[src/rtl/cbus_arbiter_n_if.sv]
// Bundled cbus signals between N requesting masters, the arbiter and the downstream port.
// The slave modport is the arbiter's view; the master modport is the surrounding system's view.
interface cbus_arbiter_n_if #(
  parameter int unsigned NPORT = 4,
  parameter int unsigned AW    = 64,
  parameter int unsigned DW    = 64,
  parameter int unsigned LENW  = 4
);
  logic [NPORT-1:0]        ireq_valid;
  logic [NPORT-1:0]        ireq_is_write;
  logic [NPORT*3-1:0]      ireq_size;
  logic [NPORT*AW-1:0]     ireq_addr;
  logic [NPORT*DW/8-1:0]   ireq_strobe;
  logic [NPORT*DW-1:0]     ireq_data;
  logic [NPORT*LENW-1:0]   ireq_len;
  logic [NPORT-1:0]        iresp_ready;
  logic [NPORT-1:0]        iresp_last;
  logic [DW-1:0]           iresp_data;

  logic                    oreq_valid;
  logic                    oreq_is_write;
  logic [2:0]              oreq_size;
  logic [AW-1:0]           oreq_addr;
  logic [DW/8-1:0]         oreq_strobe;
  logic [DW-1:0]           oreq_data;
  logic [LENW-1:0]         oreq_len;
  logic                    oresp_ready;
  logic                    oresp_last;
  logic [DW-1:0]           oresp_data;

  modport slave (
    input  ireq_valid, ireq_is_write, ireq_size, ireq_addr, ireq_strobe, ireq_data, ireq_len,
    output iresp_ready, iresp_last, iresp_data,
    output oreq_valid, oreq_is_write, oreq_size, oreq_addr, oreq_strobe, oreq_data, oreq_len,
    input  oresp_ready, oresp_last, oresp_data
  );

  modport master (
    output ireq_valid, ireq_is_write, ireq_size, ireq_addr, ireq_strobe, ireq_data, ireq_len,
    input  iresp_ready, iresp_last, iresp_data,
    input  oreq_valid, oreq_is_write, oreq_size, oreq_addr, oreq_strobe, oreq_data, oreq_len,
    output oresp_ready, oresp_last, oresp_data
  );
endinterface

[src/rtl/cbus_arbiter_n.sv]
// N-master cbus arbiter: round-robin or fixed-priority grant, holds the grant for a whole
// burst until downstream last, and flags burst-length mismatches on proto_err.
module cbus_arbiter_n #(
  parameter int unsigned NPORT = 4,
  parameter int unsigned AW    = 64,
  parameter int unsigned DW    = 64,
  parameter int unsigned LENW  = 4,
  parameter int unsigned RR    = 1,
  parameter int unsigned IW    = (NPORT > 1) ? $clog2(NPORT) : 1
) (
  input  logic            clk,
  input  logic            reset,
  cbus_arbiter_n_if.slave bus,
  output logic            grant_valid,
  output logic [IW-1:0]   grant_idx,
  output logic            proto_err
);
  localparam int unsigned SW = DW / 8;
  localparam int unsigned CW = LENW + 1;

  typedef enum logic {IDLE, BUSY} state_t;

  state_t          state_q, state_d;
  logic [IW-1:0]   grant_q, grant_d;
  logic [IW-1:0]   ptr_q, ptr_d;
  logic [CW-1:0]   cnt_q, cnt_d;
  logic            err_d;
  logic [IW-1:0]   win;
  logic            any_req;
  int unsigned     cand;
  logic [LENW-1:0] len_g;

  // Winner search: scan upward from the pointer (RR) or from index 0 (fixed priority).
  always_comb begin
    win     = '0;
    any_req = 1'b0;
    cand    = 0;
    for (int unsigned i = 0; i < NPORT; i++) begin
      cand = (RR != 0) ? ((32'(ptr_q) + i) % NPORT) : i;
      if (!any_req && bus.ireq_valid[IW'(cand)]) begin
        any_req = 1'b1;
        win     = IW'(cand);
      end
    end
  end

  assign len_g = bus.ireq_len[32'(grant_q) * LENW +: LENW];

  // Next-state, request mux and response steering.
  always_comb begin
    state_d           = state_q;
    grant_d           = grant_q;
    ptr_d             = ptr_q;
    cnt_d             = cnt_q;
    err_d             = 1'b0;
    bus.oreq_valid    = 1'b0;
    bus.oreq_is_write = 1'b0;
    bus.oreq_size     = '0;
    bus.oreq_addr     = '0;
    bus.oreq_strobe   = '0;
    bus.oreq_data     = '0;
    bus.oreq_len      = '0;
    bus.iresp_ready   = '0;
    bus.iresp_last    = '0;
    bus.iresp_data    = '0;

    unique case (state_q)
      IDLE: begin
        if (any_req) begin
          state_d = BUSY;
          grant_d = win;
          cnt_d   = '0;
        end
      end
      BUSY: begin
        bus.oreq_valid             = bus.ireq_valid[grant_q];
        bus.oreq_is_write          = bus.ireq_is_write[grant_q];
        bus.oreq_size              = bus.ireq_size[32'(grant_q) * 3 +: 3];
        bus.oreq_addr              = bus.ireq_addr[32'(grant_q) * AW +: AW];
        bus.oreq_strobe            = bus.ireq_strobe[32'(grant_q) * SW +: SW];
        bus.oreq_data              = bus.ireq_data[32'(grant_q) * DW +: DW];
        bus.oreq_len               = len_g;
        bus.iresp_ready[grant_q]   = bus.oresp_ready;
        bus.iresp_last[grant_q]    = bus.oresp_last;
        bus.iresp_data             = bus.oresp_data;
        if (bus.oresp_ready) begin
          if (cnt_q != '1) cnt_d = cnt_q + CW'(1);
          // Transaction always ends on last; the count only feeds the error check.
          if (bus.oresp_last) begin
            err_d   = (cnt_q != CW'(len_g));
            state_d = IDLE;
            if (RR != 0) ptr_d = (grant_q == IW'(NPORT - 1)) ? '0 : grant_q + IW'(1);
          end else begin
            err_d = (cnt_q == CW'(len_g));
          end
        end
      end
      default: state_d = IDLE;
    endcase
  end

  // State and grant registers with synchronous active-low reset.
  always_ff @(posedge clk) begin
    if (!reset) begin
      state_q   <= IDLE;
      grant_q   <= '0;
      ptr_q     <= '0;
      cnt_q     <= '0;
      proto_err <= 1'b0;
    end else begin
      state_q   <= state_d;
      grant_q   <= grant_d;
      ptr_q     <= ptr_d;
      cnt_q     <= cnt_d;
      proto_err <= err_d;
    end
  end

  assign grant_valid = (state_q == BUSY);
  assign grant_idx   = grant_q;
endmodule
[src/flat_wrapper.sv]
// flat-port wrapper written by rule: the top's interface ports become plain ports
module cbus_arbiter_n_flat 
#(
  parameter int unsigned NPORT = 4,
  parameter int unsigned AW    = 64,
  parameter int unsigned DW    = 64,
  parameter int unsigned LENW  = 4,
  parameter int unsigned RR    = 1,
  parameter int unsigned IW    = (NPORT > 1) ? $clog2(NPORT) : 1
)
  (clk, reset, grant_valid, grant_idx, proto_err, bus_ireq_valid, bus_ireq_is_write, bus_ireq_size, bus_ireq_addr, bus_ireq_strobe, bus_ireq_data, bus_ireq_len, bus_iresp_ready, bus_iresp_last, bus_iresp_data, bus_oreq_valid, bus_oreq_is_write, bus_oreq_size, bus_oreq_addr, bus_oreq_strobe, bus_oreq_data, bus_oreq_len, bus_oresp_ready, bus_oresp_last, bus_oresp_data);
  cbus_arbiter_n_if #(.NPORT(NPORT), .AW(AW), .DW(DW), .LENW(LENW)) bus_i ();
  input  logic clk;
  input  logic reset;
  output logic grant_valid;
  output logic [IW-1:0] grant_idx;
  output logic proto_err;
  input wire logic [$bits(bus_i.ireq_valid)-1:0] bus_ireq_valid;
  input wire logic [$bits(bus_i.ireq_is_write)-1:0] bus_ireq_is_write;
  input wire logic [$bits(bus_i.ireq_size)-1:0] bus_ireq_size;
  input wire logic [$bits(bus_i.ireq_addr)-1:0] bus_ireq_addr;
  input wire logic [$bits(bus_i.ireq_strobe)-1:0] bus_ireq_strobe;
  input wire logic [$bits(bus_i.ireq_data)-1:0] bus_ireq_data;
  input wire logic [$bits(bus_i.ireq_len)-1:0] bus_ireq_len;
  output wire logic [$bits(bus_i.iresp_ready)-1:0] bus_iresp_ready;
  output wire logic [$bits(bus_i.iresp_last)-1:0] bus_iresp_last;
  output wire logic [$bits(bus_i.iresp_data)-1:0] bus_iresp_data;
  output wire logic [$bits(bus_i.oreq_valid)-1:0] bus_oreq_valid;
  output wire logic [$bits(bus_i.oreq_is_write)-1:0] bus_oreq_is_write;
  output wire logic [$bits(bus_i.oreq_size)-1:0] bus_oreq_size;
  output wire logic [$bits(bus_i.oreq_addr)-1:0] bus_oreq_addr;
  output wire logic [$bits(bus_i.oreq_strobe)-1:0] bus_oreq_strobe;
  output wire logic [$bits(bus_i.oreq_data)-1:0] bus_oreq_data;
  output wire logic [$bits(bus_i.oreq_len)-1:0] bus_oreq_len;
  input wire logic [$bits(bus_i.oresp_ready)-1:0] bus_oresp_ready;
  input wire logic [$bits(bus_i.oresp_last)-1:0] bus_oresp_last;
  input wire logic [$bits(bus_i.oresp_data)-1:0] bus_oresp_data;
  assign bus_i.ireq_valid = bus_ireq_valid;
  assign bus_i.ireq_is_write = bus_ireq_is_write;
  assign bus_i.ireq_size = bus_ireq_size;
  assign bus_i.ireq_addr = bus_ireq_addr;
  assign bus_i.ireq_strobe = bus_ireq_strobe;
  assign bus_i.ireq_data = bus_ireq_data;
  assign bus_i.ireq_len = bus_ireq_len;
  assign bus_iresp_ready = bus_i.iresp_ready;
  assign bus_iresp_last = bus_i.iresp_last;
  assign bus_iresp_data = bus_i.iresp_data;
  assign bus_oreq_valid = bus_i.oreq_valid;
  assign bus_oreq_is_write = bus_i.oreq_is_write;
  assign bus_oreq_size = bus_i.oreq_size;
  assign bus_oreq_addr = bus_i.oreq_addr;
  assign bus_oreq_strobe = bus_i.oreq_strobe;
  assign bus_oreq_data = bus_i.oreq_data;
  assign bus_oreq_len = bus_i.oreq_len;
  assign bus_i.oresp_ready = bus_oresp_ready;
  assign bus_i.oresp_last = bus_oresp_last;
  assign bus_i.oresp_data = bus_oresp_data;
  cbus_arbiter_n #(.NPORT(NPORT), .AW(AW), .DW(DW), .LENW(LENW), .RR(RR), .IW(IW)) u_core (.clk(clk), .reset(reset), .bus(bus_i), .grant_valid(grant_valid), .grant_idx(grant_idx), .proto_err(proto_err));
endmodule
[config.mk]
export PLATFORM = sky130hd
export DESIGN_NAME = cbus_arbiter_n_flat
export DESIGN_NICKNAME = d
export VERILOG_FILES = /design/src/rtl/cbus_arbiter_n_if.sv /design/src/rtl/cbus_arbiter_n.sv /design/src/flat_wrapper.sv
export SDC_FILE = /design/constraint.sdc
export NUM_CORES = 1
export LEC_CHECK = 0
export ABC_AREA = 1
export CORE_AREA = 2 2 339 341
export CTS_CLUSTER_DIAMETER = 200
export DETAILED_ROUTE_END_ITERATION = 8
export DIE_AREA = 0 0 341 343
export DONT_BUFFER_PORTS = 1
export GPL_TIMING_DRIVEN = 0
export SYNTH_ARGS = -nofsm -noshare
export SYNTH_HDL_FRONTEND = slang
export SYNTH_SLANG_ARGS = --single-unit
[constraint.sdc]
create_clock -name clk -period 1.58 [get_ports clk]
set_input_delay 0.316 -clock clk [delete_from_list [all_inputs] [get_ports clk]]
set_output_delay 0.316 -clock clk [all_outputs]
set_load 0.03 [all_outputs]
# After elaboration in Yosys (flattened, before gate mapping)

Index checks and enable logic that the tools add are counted.

Output and inout port bits: 221
Flip-flop bits (word level): 11
Input port bits: 648
Word-level logic and storage cells: 85

Mux-type cells: 42
Bitwise gates (word level): 3
Magnitude comparators: 6
Add/subtract/negate cells: 5
Multiply operators: 1
Reductions and logical operators: 11
Equality and inequality tests: 7
Shifts and indexed selects: 5

Operators by type and width:

| operator              | number |
|---|---|
| $shiftx A256 B9 Y64   | 2 |
| $mux W64              | 3 |
| $shiftx A32 B6 Y8     | 1 |
| $mux W1               | 17 |
| $shiftx A16 B5 Y4     | 1 |
| $lt A2 B3 Y1 const B  | 5 |
| $mux W5               | 3 |
| $bmux W1 S2           | 6 |
| $mux W4               | 3 |
| $shiftx A12 B5 Y3     | 1 |
| $mux W2               | 5 |
| $pmux W5 S2           | 1 |
| $reduce_and A3 Y1     | 3 |
| $and A4 B4 Y4         | 2 |
| $mux W8               | 1 |
| $add A5 B1 Y5 const B | 1 |
| $eq A5 B4 Y1          | 1 |
| $ne A5 B4 Y1          | 1 |
| $ne A5 B5 Y1 const B  | 1 |
| $add A2 B1 Y2 const B | 2 |
| $add A2 B2 Y2 const B | 2 |
| $logic_and A1 B1 Y1   | 4 |
| $mul A2 B2 Y4 const B | 1 |
| $ne A2 B2 Y1 const B  | 2 |
| 9 further kinds       | 11 |

# Depth between registers and ports, before layout

Gate-level depths: netlist of run 1.

Depth after elaboration: 14
Depth in mapped cells: 13
Depth with buffers taken out: 12

# Worst setup path before layout of run 1

Ideal clock, no wire load.

Path type: reg-to-output
From: register u_core.grant_q[0], in the netlist u_core.grant_idx[0]
To: output bus_oreq_addr[10]
Slack: -0.581 ns
Arrival: 1.845 ns
Stages on the path, launching flop included: 8
Path buffers: 3
Data required time: 1.264 ns
Cell sequence: dfxtp_1 -> buf_4 -> buf_4 -> buf_2 -> nor2_1 -> nor2_1 -> o21ai_0 -> a21oi_1

Longest elaborated chain between the ends: 2

RTL lines:

| element                  | line                  | RTL |
|---|---|---|
| start: declaration       | cbus_arbiter_n.sv:24  | `logic [IW-1:0] grant_q, grant_d;` |
| start signal: assignment | cbus_arbiter_n.sv:112 | `grant_q <= grant_d;` |
| $shiftx A256 B9 Y64      | cbus_arbiter_n.sv:79  | `bus.oreq_addr = bus.ireq_addr[32'(grant_q) * AW +: AW];` |
| $mux W64                 | cbus_arbiter_n.sv:67  | `unique case (state_q)` |
| end: declaration         | flat_wrapper.sv:31    | `output wire logic [$bits(bus_i.oreq_addr)-1:0] bus_oreq_addr;` |

No other way between the ends.

# Final worst setup path of run 1

From: register u_core.grant_q[0], in the netlist u_core.grant_idx[0]
To: output bus_oreq_data[46]

Longest elaborated chain between the ends: 2

RTL lines:

| element             | line                 | RTL |
|---|---|---|
| $shiftx A256 B9 Y64 | cbus_arbiter_n.sv:81 | `bus.oreq_data = bus.ireq_data[32'(grant_q) * DW +: DW];` |
| $mux W64            | cbus_arbiter_n.sv:67 |  |
| end: declaration    | flat_wrapper.sv:33   | `output wire logic [$bits(bus_i.oreq_data)-1:0] bus_oreq_data;` |

No other way between the ends.

==> results of run 1 <==
[path summary, 6_finish.rpt]
path	startpoint	to	slack, ns
worst max-delay path	u_core.grant_idx[0]	bus_oreq_data[46]	-1.07
worst min register to register	u_core.cnt_q[4]	u_core.cnt_q[4]	0.53
worst min-delay path	reset	u_core.grant_idx[1]	0.22
worst max register to register	u_core.grant_idx[0]	u_core.proto_err	-0.38
[state kept, by name, indices dropped and copies added (netlist names)]
signal and flops:
u_core.grant_idx 2, u_core.grant_valid 1, u_core.proto_err 1, u_core.ptr_q 2
u_core.cnt_q 5
[logic make-up after synthesis]
kind of cell | Yosys count
and+or+nand+nor | 743
AOI/OAI and AO/OA | 441
buffers and inverters | 207
xor gates and xnor gates | 1
DFF | 11
adders and majority gates | 6
[worst max-delay path, cell delays in order (launching register included)]
cell and delay (ns):
dfxtp_4 0.56, buf_12 0.23, buf_16 0.17, buf_4 0.22, buf_6 0.19, nor2_1 0.07
nor2_1 0.08, o21ai_0 0.15, a21oi_2 0.41
[layout by cell type, fill, tap and decap left out, types with 7 or more instances in the layout]
cell type   count
a21oi_1         8
a21oi_4       137
buf_12         18
buf_16          7
buf_2          13
buf_4          40
buf_6          30
buf_8          12
clkbuf_16      15
clkbuf_2       20
clkbuf_4        9
clkbuf_8       18
clkinvlp_4     15
dfxtp_1         8
diode_2        39
inv_1          22
inv_2          25
inv_6          17
nand2_1        81
nand2_2        18
nand2_4        25
nand3_1        24
nor2_1        503
nor2_2         45
nor2_4         33
o21ai_0        70
o21ai_1       127
o21ai_2        80
o21ai_4         9
[what timing repair did]
action                     in CTS  in global routing
gates cloned                   14                  1
resized for setup             818                117
pin swaps                     149                 99
buffers inserted               43                  9
setup endpoints to repair     227                228
[where the power goes]
| group | internal [uW] | switching (uW) |
|---|---|---|
| combinational | 2670 | 6650 |
| clock | 338 | 168 |
| sequential | 296 | 82.6 |
[per-layer routing]
metal / track usage / vias to the layer above / wire (um)
met4: 0.116 / 26 / 8420
met2: 0.326 / 969 / 56100
met1: 0.171 / 5160 / 36200
met5: 0 / - / 173
met3: 0.0554 / 318 / 9560
li1: - / 4723 / -
[cell type report]
type	count	area, sq um
diodes	39	97.6
plain buffers	119	1400
clock buffers	3	75.1
clock inverters	1	5.00
fillers	13200	101000
inverters	86	497
multi-input cells	1191	7810
flip-flops and latches	11	231
well taps	1512	1890
repair buffers	63	823
[stage by stage]
step / hold WS [ns] / power [uW] / util
final: 0.223 / 10200 / 0.113
after global routing: 0.222 / 10700 / 0.113
after CTS: 0.218 / 10100 / 0.110
after detailed placement: 0.478 / 7320 / 0.0779
after global placement: 0.476 / 7240 / 0.0776
after floorplan: 0.434 / 4610 / -
==> run summary, run 1 <==
status -> finished with violations
failing checks -> setup timing
H-tree depth -> 1
Final WS setup -> -1.07 ns
hold depth -> 2
DP Worst Slack -> -2.62 ns
row count -> 124
top cells by count, synth -> nor2_1, o21ai_0, a21oi_1
fin. max-slew vios -> 0
PwrDens -> 796 nW/um^2
CP arrival -> 2.33 ns
CP Launch Type -> register
Post-Route Skew -> 0.00170 ns
DIE AREA -> 117000 sq um
Routed wire per std cell -> 36.5 um
Synth cell types -> 30
synth warn -> 0
Final Cell Area -> 12800 sq um
die width -> 341 um
clock-pin slew on the worst setup and hold paths -> 0.05 ns
Die Y -> 343 um
Synth Register Bits -> 11
Tightest Pin Transition -> 0.701 ns
post-synthesis mux area share -> 0
Non-Filler Instances -> 3025
final wirelength -> 111 mm
I/O pin count -> 869
initial antenna violation count -> 64
Synth Area in Adders -> 0.0119
CTS tree -> built
leading area contributor after synthesis -> nor2_1
DP Wirelength -> 95.7 mm
Iter 0 DRT Violations -> 842
GRT Util Overall -> 0.178
cell area after synthesis -> 6300 sq um
Post-DP Area -> 8840 sq um
slew margin rel. -> 0.532
Mapped Nets -> 2063
most numerous cell in the Yosys netlist -> nor2_1
via/cell ratio -> 3.70
clock sink count -> 11
Static Leakage -> 0.00422 uW
top cells by area, synth -> nor2_1, o21ai_0, a21oi_1
XOR/XNOR Fraction of Synth Area -> 0.00139
Initial Util -> 0.0556
compound-gate portion of the synthesized area -> 0.353
number of port buffers -> 0
Mapped Cells -> 1409
CP endpoint kind -> primary output
RSZ-0062 raised after global routing -> yes
global-route wire length before repair -> 129 mm
R2R depth -> 11
First-pass DRT Iterations -> 8
VDD IR max -> 0.369 mV
Mean Syn Cell Area -> 4.47 sq um
Critical Path Fanout Max -> 10
CTS root buffer -> clkbuf_16
nets -> 2129
area grow syn2layout -> 103%
Hold Fails Final Rpt -> 0
GRT overflow -> 0
antenna viol nets, final -> 0
total negative slack -> -151.59 ns
CTS buffer count -> 3
largest family of logic cells by synthesized area -> simple AND/OR/NAND/NOR gates
vias in the first global route -> 10700
largest net degree at the start of global routing -> 12
Synth Area in Simple Gates -> 0.457
sequential-to-total area share from yosys stat -> 0.0349
fmax -> 0.377 GHz
top cell type's share of synthesized area -> 0.345
Post-Place Cells -> 2921
CP Data Required Time -> 1.26 ns
Hold-fix buffers, CTS -> 0
Clock Tree Buf Depth -> 2
async set-reset flop share out of synthesis -> 0
Post-synth EDFFs -> 0
via count -> 11200
Core ar. -> 113000 sq um
Final min period -> 2.65 ns
Final setup viols -> 222
share of layout cells above drive strength 1 -> 0.417
Max-cap violations -> 0
Placer Congestion -> 0.961
CP Class -> reg2out
drc violations -> 0
Min-Delay Path Class -> in2reg
ys flop type -> dfxtp_1
worst skew pair latency -> 0.25 ns
Final period util -> 1.68
Power figures use the tool's default switching activity.
==> inputs of run 2 (changes only) <==
- CORE_AREA: 2 2 339 341 -> 2 2 338 340
- DIE_AREA: 0 0 341 343 -> 0 0 340 342
==> run summary, run 2 (synthesis results as in run 1) <==
worst path buffer plus inverter count -> 4 (unchanged)
vias in the first global route -> 10500 (-1.8%)
final wirelength -> 107 mm (-3.1%)
CP endpoint kind -> primary output
Critical-path top delay cell -> dfxtp_4
area grow syn2layout -> 97.6%
largest net degree at the start of global routing -> 12 (unchanged)
CP Class -> reg2out
CP most frequent cell -> buf_16
drc violations -> 0 (unchanged)
Critical Path Fanout Max -> 7 (-3)
via count -> 11100 (-1.1%)
Post-Place Cells -> 2923 (+0.068%)
via/cell ratio -> 3.67 (-0.74%)
Internal Pwr Total -> 3310 uW (about the same)
DIE AREA -> 116000 sq um (-0.58%)
Max-cap violations -> 0 (unchanged)
number of port buffers -> 0 (unchanged)
I/O pin count -> 869 (unchanged)
CP top delay family -> buffers and inverters
Non-Filler Instances -> 3013 (-0.40%)
GRT Util Overall -> 0.172 (-0.00538)
Comb pwr share -> 0.916 (+0.003)
slew margin rel. -> 0.586 (+0.0532)
GRT overflow -> 0 (unchanged)
met1 wire length -> 35.8 mm (-1.3%)
H-tree depth -> 1 (unchanged)
PwrDens -> 820 nW/um^2 (+3.1%)
share of layout cells above drive strength 1 -> 0.388 (-0.0284)
met2 wire len -> 54.0 mm (-3.8%)
fin. max-slew vios -> 0 (unchanged)
Initial Util -> 0.0557 (+0.000153)
worst skew pair latency -> 0.25 ns (about the same)
Iter 0 DRT Violations -> 670 (-20%)
Post-Route Skew -> 0.00489 ns (+0.00319 ns)
failing checks -> setup timing
initial antenna violation count -> 75 (+17%)
Hold Fails Final Rpt -> 0 (unchanged)
most frequent cells in the layout -> nor2_1, o21ai_1, a21oi_4
max reg flops -> 5 (unchanged)
Crit path largest cell delay -> 0.54 ns (-0.02 ns)
fmax -> 0.394 GHz (+4.4%)
final total power -> 10200 uW (about the same)
CTS tree -> built
status -> finished with violations
CP Launch Type -> register
Psw -> 6910 uW (about the same)
switching share of power -> 0.676 (about the same)
Finished Core Util -> 0.110 (-0.00296)
met3 WL -> 9.48 mm (-0.83%)
RSZ-0062 raised after global routing -> yes
die width -> 340 um (-0.29%)
CP Data Required Time -> 1.26 ns (about the same)
Clk pwr share -> 0.048 (-0.002)
row count -> 124 (unchanged)
Die Y -> 342 um (-0.29%)
total negative slack -> -146.44 ns (+5.14 ns)
Routed wire per std cell -> 35.5 um (-2.7%)
Clock Tree Buf Depth -> 2 (unchanged)
DP Worst Slack -> -2.72 ns (-0.0943 ns)
CTS root buffer -> clkbuf_16
Core ar. -> 113000 sq um (-0.27%)
CTS buffer count -> 3 (unchanged)
Tightest Pin Transition -> 0.620 ns (-0.0802 ns)
Min-Delay Path Class -> in2reg
Final WS setup -> -0.958 ns (+0.112 ns)
VDD IR max -> 0.384 mV (+4.2%)
Flop pwr share -> 0.036 (about the same)
nets -> 2113 (-0.75%)
Final min period -> 2.54 ns (-0.112 ns)
most flop-heavy register -> u_core.cnt_q
Placer Congestion -> 0.975 (+1.5%)
CP Cell Sequence -> buf_12, buf_16, buf_16, buf_6, nor2_4, nor2_2, o21ai_2, a21oi_4
First-pass DRT Iterations -> 5 (-3)
Static Leakage -> 0.00418 uW (-1.0%)
clock-pin slew on the worst setup and hold paths -> 0.05 ns (about the same)
Hold-fix buffers, CTS -> 0 (unchanged)
CP arrival -> 2.22 ns (-0.11 ns)
commonest non-fill, non-tap cell in the layout -> nor2_1
Final period util -> 1.61 (-0.0711)
antenna viol nets, final -> 0 (unchanged)
Final setup viols -> 224 (+0.90%)
global-route wire length before repair -> 126 mm (-2.7%)
clock sink count -> 11 (unchanged)
Max Used Layer -> met5
DP Wirelength -> 93.0 mm (-2.8%)
-- run 2: cell count changes in the layout (fill, tap and decap cells not counted), moves of 22 or more --
cell     change
inv_1       +57
o21ai_0     -46
nand2_1     +38
nor2_1      -38
o21ai_2     +38
nand2_4     -24
inv_2       -22
-- run 2: repair_timing --
action,CTS,global route
setup endpoints to repair,227,227
pin swaps,173,120
gates cloned,5,2
setup buffers,34,10
resized for setup,717,168
-- run 2: cell type report --
cell class,instances,area (sq um)
Antenna cell,43,108
Buffer,115,1310
Clock buffer,4,78.8
Fill cell,13200,101000
Inverter,86,337
Multi-Input combinational cell,1191,7730
Sequential cell,11,231
Tap cell,1512,1890
Timing Repair Buffer,51,772
-- run 2: routing by layer --
layer / vias to the layer above / global-route usage
li1: 4691 / -
met1: 5090 / 0.170
met2: 961 / 0.311
met3: 315 / 0.0504
met4: 12 / 0.118
met5: - / 0
-- run 2: worst paths after layout --
kind	end	cells after the start	slack, ns	from
setup / recovery	bus_oreq_addr[62]	8	-0.96	u_core.grant_idx[0]
hold / removal	u_core.grant_idx[1]	2	0.22	reset
setup reg to reg	u_core.proto_err	12	-0.65	u_core.grant_idx[0]
hold reg to reg	u_core.cnt_q[4]	2	0.52	u_core.cnt_q[4]
-- run 2: per-stage QoR --
stage / hold slack (ns) / instance area [sq um]
2_1_floorplan: 0.434 / 6910
3_3_place_gp: 0.473 / 8800
3_5_place_dp: 0.472 / 8890
4_1_cts: 0.216 / 11800
5_1_grt: 0.221 / 12400
6_report: 0.216 / 12500
-- run 2: power by group through the flow --
stage | clock network, uW | logic, uW | registers, uW
final | 488 | 9360 | 373
after global routing | 504 | 9880 | 380
after CTS | 489 | 9110 | 385
after detailed placement | 0 | 7060 | 386
after global placement | 0 | 6950 | 386
after floorplan | 0 | 4270 | 340
